`config.mk`:
```
export PLATFORM = sky130hd
export DESIGN_NAME = wb_regfile
export DESIGN_NICKNAME = d
export VERILOG_FILES = /design/src/rtl/wb_regfile.sv
export SDC_FILE = /design/constraint.sdc
export NUM_CORES = 2
export LEC_CHECK = 0
export CORE_ASPECT_RATIO = 0.7
export CORE_MARGIN = 8
export CORE_UTILIZATION = 57
export CTS_BUF_LIST = sky130_fd_sc_hd__clkbuf_2 sky130_fd_sc_hd__clkbuf_4 sky130_fd_sc_hd__clkbuf_8
export DETAILED_ROUTE_END_ITERATION = 16
export PLACE_DENSITY = 0.79
export SLEW_MARGIN = 0
export SYNTH_ARGS = -nofsm -noshare
export SYNTH_HDL_FRONTEND = slang
export SYNTH_SLANG_ARGS = --single-unit
```
`constraint.sdc`:
```
create_clock -name Clock -period 35.2 [get_ports Clock]
set_clock_uncertainty 0.05 [all_clocks]
set_input_delay 8.8 -clock Clock [delete_from_list [all_inputs] [get_ports Clock]]
set_output_delay 8.8 -clock Clock [all_outputs]
set_load 0.005 [all_outputs]
```
`src/rtl/wb_regfile.sv`:
```
// wb_regfile: W-stage write-back data select feeding a 32x32 GPR file with same-cycle read bypass.
// Optional build macro WB_DISPLAY_EN prints one trace line per committed register write.
module wb_regfile (
  input  logic        Clock,
  input  logic        Reset,
  input  logic [31:0] IR_W,
  input  logic [4:0]  A3_W,
  input  logic [31:0] PC4_W,
  input  logic [31:0] AMO_W,
  input  logic [31:0] DR_W,
  input  logic [4:0]  A1,
  input  logic [4:0]  A2,
  output logic [31:0] RD1,
  output logic [31:0] RD2,
  output logic [31:0] WD_W,
  output logic        WE_W
);

  localparam logic [5:0] OP_RTYPE = 6'h00;
  localparam logic [5:0] OP_JAL   = 6'h03;
  localparam logic [5:0] OP_LB    = 6'h20;
  localparam logic [5:0] OP_LH    = 6'h21;
  localparam logic [5:0] OP_LW    = 6'h23;
  localparam logic [5:0] OP_LBU   = 6'h24;
  localparam logic [5:0] OP_LHU   = 6'h25;
  localparam logic [5:0] FN_JALR  = 6'h09;

  logic [5:0]  opcode_s;
  logic [5:0]  funct_s;
  logic [7:0]  byte_s;
  logic [15:0] half_s;
  logic [31:0] gpr_q [32];
  logic [31:0] gpr_d [32];
  logic        unused_ir_s;

  assign unused_ir_s = ^IR_W[25:6];

  // Write-back data select and write enable
  always_comb begin
    opcode_s = IR_W[31:26];
    funct_s  = IR_W[5:0];
    case (AMO_W[1:0])
      2'd0:    byte_s = DR_W[7:0];
      2'd1:    byte_s = DR_W[15:8];
      2'd2:    byte_s = DR_W[23:16];
      2'd3:    byte_s = DR_W[31:24];
      default: byte_s = DR_W[7:0];
    endcase
    // Halfword loads never trap on misalignment; only AMO_W[1] picks the half.
    if (AMO_W[1]) begin
      half_s = DR_W[31:16];
    end else begin
      half_s = DR_W[15:0];
    end
    case (opcode_s)
      OP_LW:   WD_W = DR_W;
      OP_LB:   WD_W = {{24{byte_s[7]}}, byte_s};
      OP_LBU:  WD_W = {24'd0, byte_s};
      OP_LH:   WD_W = {{16{half_s[15]}}, half_s};
      OP_LHU:  WD_W = {16'd0, half_s};
      OP_JAL:  WD_W = PC4_W + 32'd4;
      OP_RTYPE: begin
        if (funct_s == FN_JALR) begin
          WD_W = PC4_W + 32'd4;
        end else begin
          WD_W = AMO_W;
        end
      end
      default: WD_W = AMO_W;
    endcase
    WE_W = (A3_W != 5'd0);
  end

  // Next-state of the register file; $0 is pinned to zero
  always_comb begin
    for (int i = 0; i < 32; i++) begin
      if (WE_W && (A3_W == 5'(i))) begin
        gpr_d[i] = WD_W;
      end else begin
        gpr_d[i] = gpr_q[i];
      end
    end
    gpr_d[0] = 32'd0;
  end

  // Register storage with asynchronous clear
  always_ff @(posedge Clock or posedge Reset) begin
    if (Reset) begin
      for (int i = 0; i < 32; i++) begin
        gpr_q[i] <= 32'd0;
      end
    end else begin
      for (int i = 0; i < 32; i++) begin
        gpr_q[i] <= gpr_d[i];
      end
`ifdef WB_DISPLAY_EN
      if (WE_W) begin
        $display("@%08h: $%02d <= %08h", PC4_W - 32'd4, A3_W, WD_W);
      end
`else
`endif
    end
  end

  // Read port 1 with same-cycle bypass from the write-back stage
  always_comb begin
    if (A1 == 5'd0) begin
      RD1 = 32'd0;
    end else if (WE_W && (A1 == A3_W)) begin
      RD1 = WD_W;
    end else begin
      RD1 = gpr_q[A1];
    end
  end

  // Read port 2 with same-cycle bypass from the write-back stage
  always_comb begin
    if (A2 == 5'd0) begin
      RD2 = 32'd0;
    end else if (WE_W && (A2 == A3_W)) begin
      RD2 = WD_W;
    end else begin
      RD2 = gpr_q[A2];
    end
  end

endmodule

```
== Yosys cells after proc, flatten, opt, wreduce, memory -nomap -nowiden ==
Cells that the tools add are included.

* Flip-flop bits (word level): 992
* Logic and storage cells: 131

* Magnitude comparators: 2
* Multiplexer cells: 14
* Add/subtract/negate cells: 1
* Equal/unequal tests: 43
* Bitwise gates (word level): 2
* Reductions and logical operators: 38

{| class="wikitable"
|+ Operators with widths
! cell !! number
|-
| 32-bit binary-select mux with 5-bit select || 2
|-
| 32-bit two-way mux || 9
|-
| 32-bit one-hot mux with 7 select lines || 1
|-
| 5-bit equality test, second input constant || 16
|-
| 5-bit by 4-bit equality test with 1-bit output, second input constant || 8
|-
| 1-bit logical AND || 33
|-
| 32-bit by 3-bit adder with 32-bit output, second input constant || 1
|-
| 8-bit one-hot mux with 4 select lines || 1
|-
| 6-bit equality test, second input constant || 5
|-
| 5-bit by 3-bit equality test with 1-bit output, second input constant || 4
|-
| 16-bit two-way mux || 1
|-
| 6-bit >= comparator, second input constant || 2
|-
| 5-bit inverter with 6-bit output || 2
|-
| 5-bit by 2-bit equality test with 1-bit output, second input constant || 2
|-
| 5-bit equality test || 2
|-
| 5-bit zero test || 2
|-
| 6-bit by 2-bit equality test with 1-bit output, second input constant || 1
|-
| 6-bit by 4-bit equality test with 1-bit output, second input constant || 1
|-
| 6-bit zero test || 1
|-
| 5-bit by 1-bit equality test with 1-bit output, second input constant || 1
|-
| 5-bit nonzero test || 1
|-
| 2-bit equality test, second input constant || 2
|-
| 2-bit by 1-bit equality test with 1-bit output, second input constant || 1
|-
| 2-bit zero test || 1
|}

== Logic depth before layout (Yosys ltp) ==
* Word-level depth: 6
* Depth in mapped cells: 11

== Least setup slack after synthesis ==
Ideal clock, no wire load.

* Path type: in2out
* Start point: in A1[0]
* End point: out RD1[31]
* Path slack: 15391 ps
* Data arrival time: 10959 ps
* Cell stages on the path: 7
* Data required time: 26350 ps
* Path through: buf_2 > buf_2 > buf_1 > mux4_2 > mux4_2 > o211ai_1 > o21ai_0

* Cells in the longest elaborated chain, start to end: 6
* Elaborated cells between the ends (all ways): 9

{| class="wikitable"
|+ RTL lines
! item !! line !! source
|-
| start, declared || 11 || <nowiki>input logic [4:0] A1,</nowiki>
|-
| 5-bit inverter with 6-bit output (not written as such) || 112 || <nowiki>RD1 = gpr_q[A1];</nowiki>
|-
| 32-bit binary-select mux with 5-bit select || 112 ||
|-
| 32-bit two-way mux (not written as such) (2 in series) || 112 ||
|-
| 32-bit two-way mux || 109 || <nowiki>end else if (WE_W && (A1 == A3_W)) begin</nowiki>
|-
| 32-bit two-way mux (*) || 107 || <nowiki>if (A1 == 5'd0) begin</nowiki>
|-
| end, declared || 13 || <nowiki>output logic [31:0] RD1,</nowiki>
|}

Mark *: on every way between the ends. The rest lies on a longest branch, timed or not. The select of a mux whose other input is x is not followed.

== Worst setup path in the final report ==
* Start point: in A3_W[1]
* End point: out RD1[14]

* Cells in the longest elaborated chain, start to end: 4
* Elaborated cells between the ends (all ways): 5

{| class="wikitable"
|+ RTL lines
! item !! line !! source
|-
| start, declared || 7 || <nowiki>input logic [4:0] A3_W,</nowiki>
|-
| 5-bit equality test or 5-bit nonzero test (tied branches) || 109, 71 ||
|-
| 1-bit logical AND (*) || 109 ||
|-
| 32-bit two-way mux (*) || 109 ||
|-
| 32-bit two-way mux (*) || 107 ||
|}

Mark *: on every way between the ends. The rest lies on a longest branch, timed or not.

==> results.sh <==
export IMPL_start_util_pct=57.3
export IMPL_drive_above_1_share_pct=21.9
export IMPL_hold_buffers=0
export IMPL_synth_flop_cell="dfrtp_1"
export IMPL_clk_pin_slew_ns=0.07
export IMPL_synth_edf_count=0
export IMPL_boundaryPins=242
export IMPL_rsz0062_at_grt="no"
export IMPL_yosysTopAreaCell="dfrtp_1"
export IMPL_vias_per_cell=6.91
export IMPL_setup_tns_ns=0
export IMPL_cts_root_buf="clkbuf_8"
export IMPL_drv_cap=0
export IMPL_clk_latency_ns=0.84
export IMPL_synth_top_area_share_pct=46.3
export IMPL_rows=94
export IMPL_finalCritPeriodShare_pct=64.3
export IMPL_drv_slew=0
export IMPL_cts_resized=0
export IMPL_ant_nets=0
export IMPL_ys_types=76
export IMPL_syn_nets=5011
export IMPL_cts_setup_buffers=0
export IMPL_worst_slack_ns=12.57
export IMPL_synth_area_mm2=0.0537
export IMPL_drtIter0Drc=5585
export IMPL_maxSlewHeadroom_pct=9.30
export IMPL_grt_pass1_vias=42648
export IMPL_holdWs_ns=0.448
export IMPL_post_drt_wl_per_cell_um=28.0
export IMPL_worstHoldPathType="reg -> reg"
export IMPL_grt_max_degree=174
export IMPL_numPortBuffers=221
export IMPL_cts_made_buffers=144
export IMPL_power_leakage_nw=25.4
export IMPL_vias=42888
export IMPL_grt_ovfl_total=0
export IMPL_top_register="gpr_q"
export IMPL_critPathBufInv=4
export IMPL_synth_seq_cells=992
export IMPL_hold_viol_final=0
export IMPL_preCtsSetupSlack_ns=12.86
export IMPL_nNetsFinal=4992
export IMPL_setup_viol=0
export IMPL_cts_tree="done"
export IMPL_yosysWarnings=0
export IMPL_criticalPathCategory="in -> out"
export IMPL_dp_hpwl_um=105000
export IMPL_cp_end_kind="primary output"
export IMPL_clk_path_buf_depth=3
export IMPL_arrival_ns=13.78
export IMPL_clock_sinks=992
export IMPL_ys_async_sr_fraction_pct=100
export IMPL_slowest_stage="clkdlybuf4s50_1"
export IMPL_htreeDepth=4
export IMPL_largest_register_ffs=992
export IMPL_grt_pass1_wl_um=263000
export IMPL_power_density_mw_per_mm2=57.5
export IMPL_track_usage_pct=33.1
export IMPL_drc=0
export IMPL_wl_um=174000
export IMPL_status="finished, final reports clean"
export IMPL_place_gp_congestion=0.899
export IMPL_layout_common_cells="1048 x nand2_1, 992 x dfrtp_1, 897 x o21ai_0, 532 x mux4_2, 212 x clkdlybuf4s50_1"
export IMPL_worstPathMaxFanout=15
export IMPL_cpPeakStageDelay_ns=0.90
export IMPL_crit_family="buffers and inverters"
export IMPL_dieHeight_um=273
export IMPL_min_period_ns=22.63
export IMPL_reg_largest_list="gpr_q (992)"
export IMPL_antenna_found_initial=3
export IMPL_fmax_mhz=44.2
export IMPL_p_total_mw=3.43
export IMPL_worst_pin_slew_ns=1.35
export IMPL_core_mm2=0.0936
export IMPL_dieArea_mm2=0.104
export IMPL_synth_avg_cell_area_um2=11.0
export IMPL_yosysSeqAreaShare_pct=46.3
export IMPL_cp_required_ns=26.35
export IMPL_path_cells="clkdlybuf4s50_1 -> nor2_1 -> nand2_1 -> nand4_1 -> buf_4 -> nand2_1 -> buf_4 -> o22ai_1 -> a21oi_1 -> clkdlybuf4s50_1"
export IMPL_dr_pass1_iters=6
export IMPL_ir_drop_mv=0.0452
export IMPL_syn_inst=4865
export IMPL_area_delta_synth_final_pct=11.2
export IMPL_die_w_um=383
export IMPL_final_util_pct=63.8
export IMPL_layout_commonest_cell="nand2_1"
export IMPL_setup_worst_path_start_class="primary input"
export IMPL_synth_area_leaders="dfrtp_1 46%, mux4_2 22%, o21ai_0 8.4%"
-- metal layers --
metal,track usage [%],vias up,routed length (µm)
li1,-,17736,-
met1,45.6,21347,63800
met2,46.1,3282,73200
met3,15.0,521,30200
met4,12.5,2,6490
met5,0,-,180
-- final cells by class --
type | count | area [µm²]
flip-flops and latches | 992 | 24800
multi-input cells | 3324 | 26800
well taps | 1248 | 1560
clock buffers | 223 | 2810
diodes | 5 | 12.5
inverters | 46 | 179
fillers | 7024 | 33900
clock inverters | 31 | 350
repair buffers | 338 | 3130
-- worst register-to-register path: cells and delay by family (launching register included) --
kind / cells / cell delay [ns]
flip-flops: 1 / 0.40
AO/OA/AOI/OAI: 1 / 0.12
AND/OR/NAND/NOR: 1 / 0.08
-- final timing paths --
kind | to | slack (ns) | depth (start not counted) | from
worst max register to register | gpr_q[499] | 34.38 | 2 | gpr_q[499]
max in group asynchronous | gpr_q[54] | 22.43 | 7 | Reset
worst min-delay path | gpr_q[440] | 0.45 | 2 | gpr_q[440]
worst min register to register | gpr_q[440] | 0.45 | 2 | gpr_q[440]
worst max-delay path | RD1[14] | 12.57 | 10 | A3_W[1]
min in group asynchronous | gpr_q[285] | 8.52 | 3 | Reset
-- Yosys cell counts (all sizes together) (7+ instances only) --
cell type / n
a211oi: 44
mux2i: 57
o32ai: 11
o22ai: 27
and3: 9
xnor2: 18
a221oi: 30
buf: 170
nor2b: 27
mux2: 69
a22oi: 10
a221o: 10
clkbuf: 333
mux4: 532
and2: 25
a22o: 58
nand3: 22
nor3: 22
nand2: 1079
inv: 44
dfrtp: 992
nand4: 9
xor2: 11
nor2: 66
a21oi: 107
nand2b: 7
o221ai: 7
a31oi: 8
nor4: 10
o21ai: 988
-- power by group --
| group | internal, mW | switching, mW |
|---|---|---|
| clock | 0.553 | 0.474 |
| combinational | 0.433 | 0.400 |
| sequential | 1.39 | 0.186 |
| total | 2.37 | 1.06 |
-- kinds of logic after synthesis --
group | share of synthesized area (%)
AO/OA/AOI/OAI | 14.3
AND/OR/NAND/NOR | 9.89
flip-flops | 46.3
multiplexers | 24.8
buffers and inverters | 4.24
XOR/XNOR | 0.473
adder cells (fa/ha/maj) | 0.0233
-- metrics by stage --
stage | cells | instance area (µm²)
final | 6207 | 59700
after detailed placement | 5948 | 56500
after global routing | 6202 | 59700
after floorplan | 4865 | 53700
after global placement | 5948 | 56500
after CTS | 6202 | 59700
No activity file was read; power rests on OpenSTA's default activity.
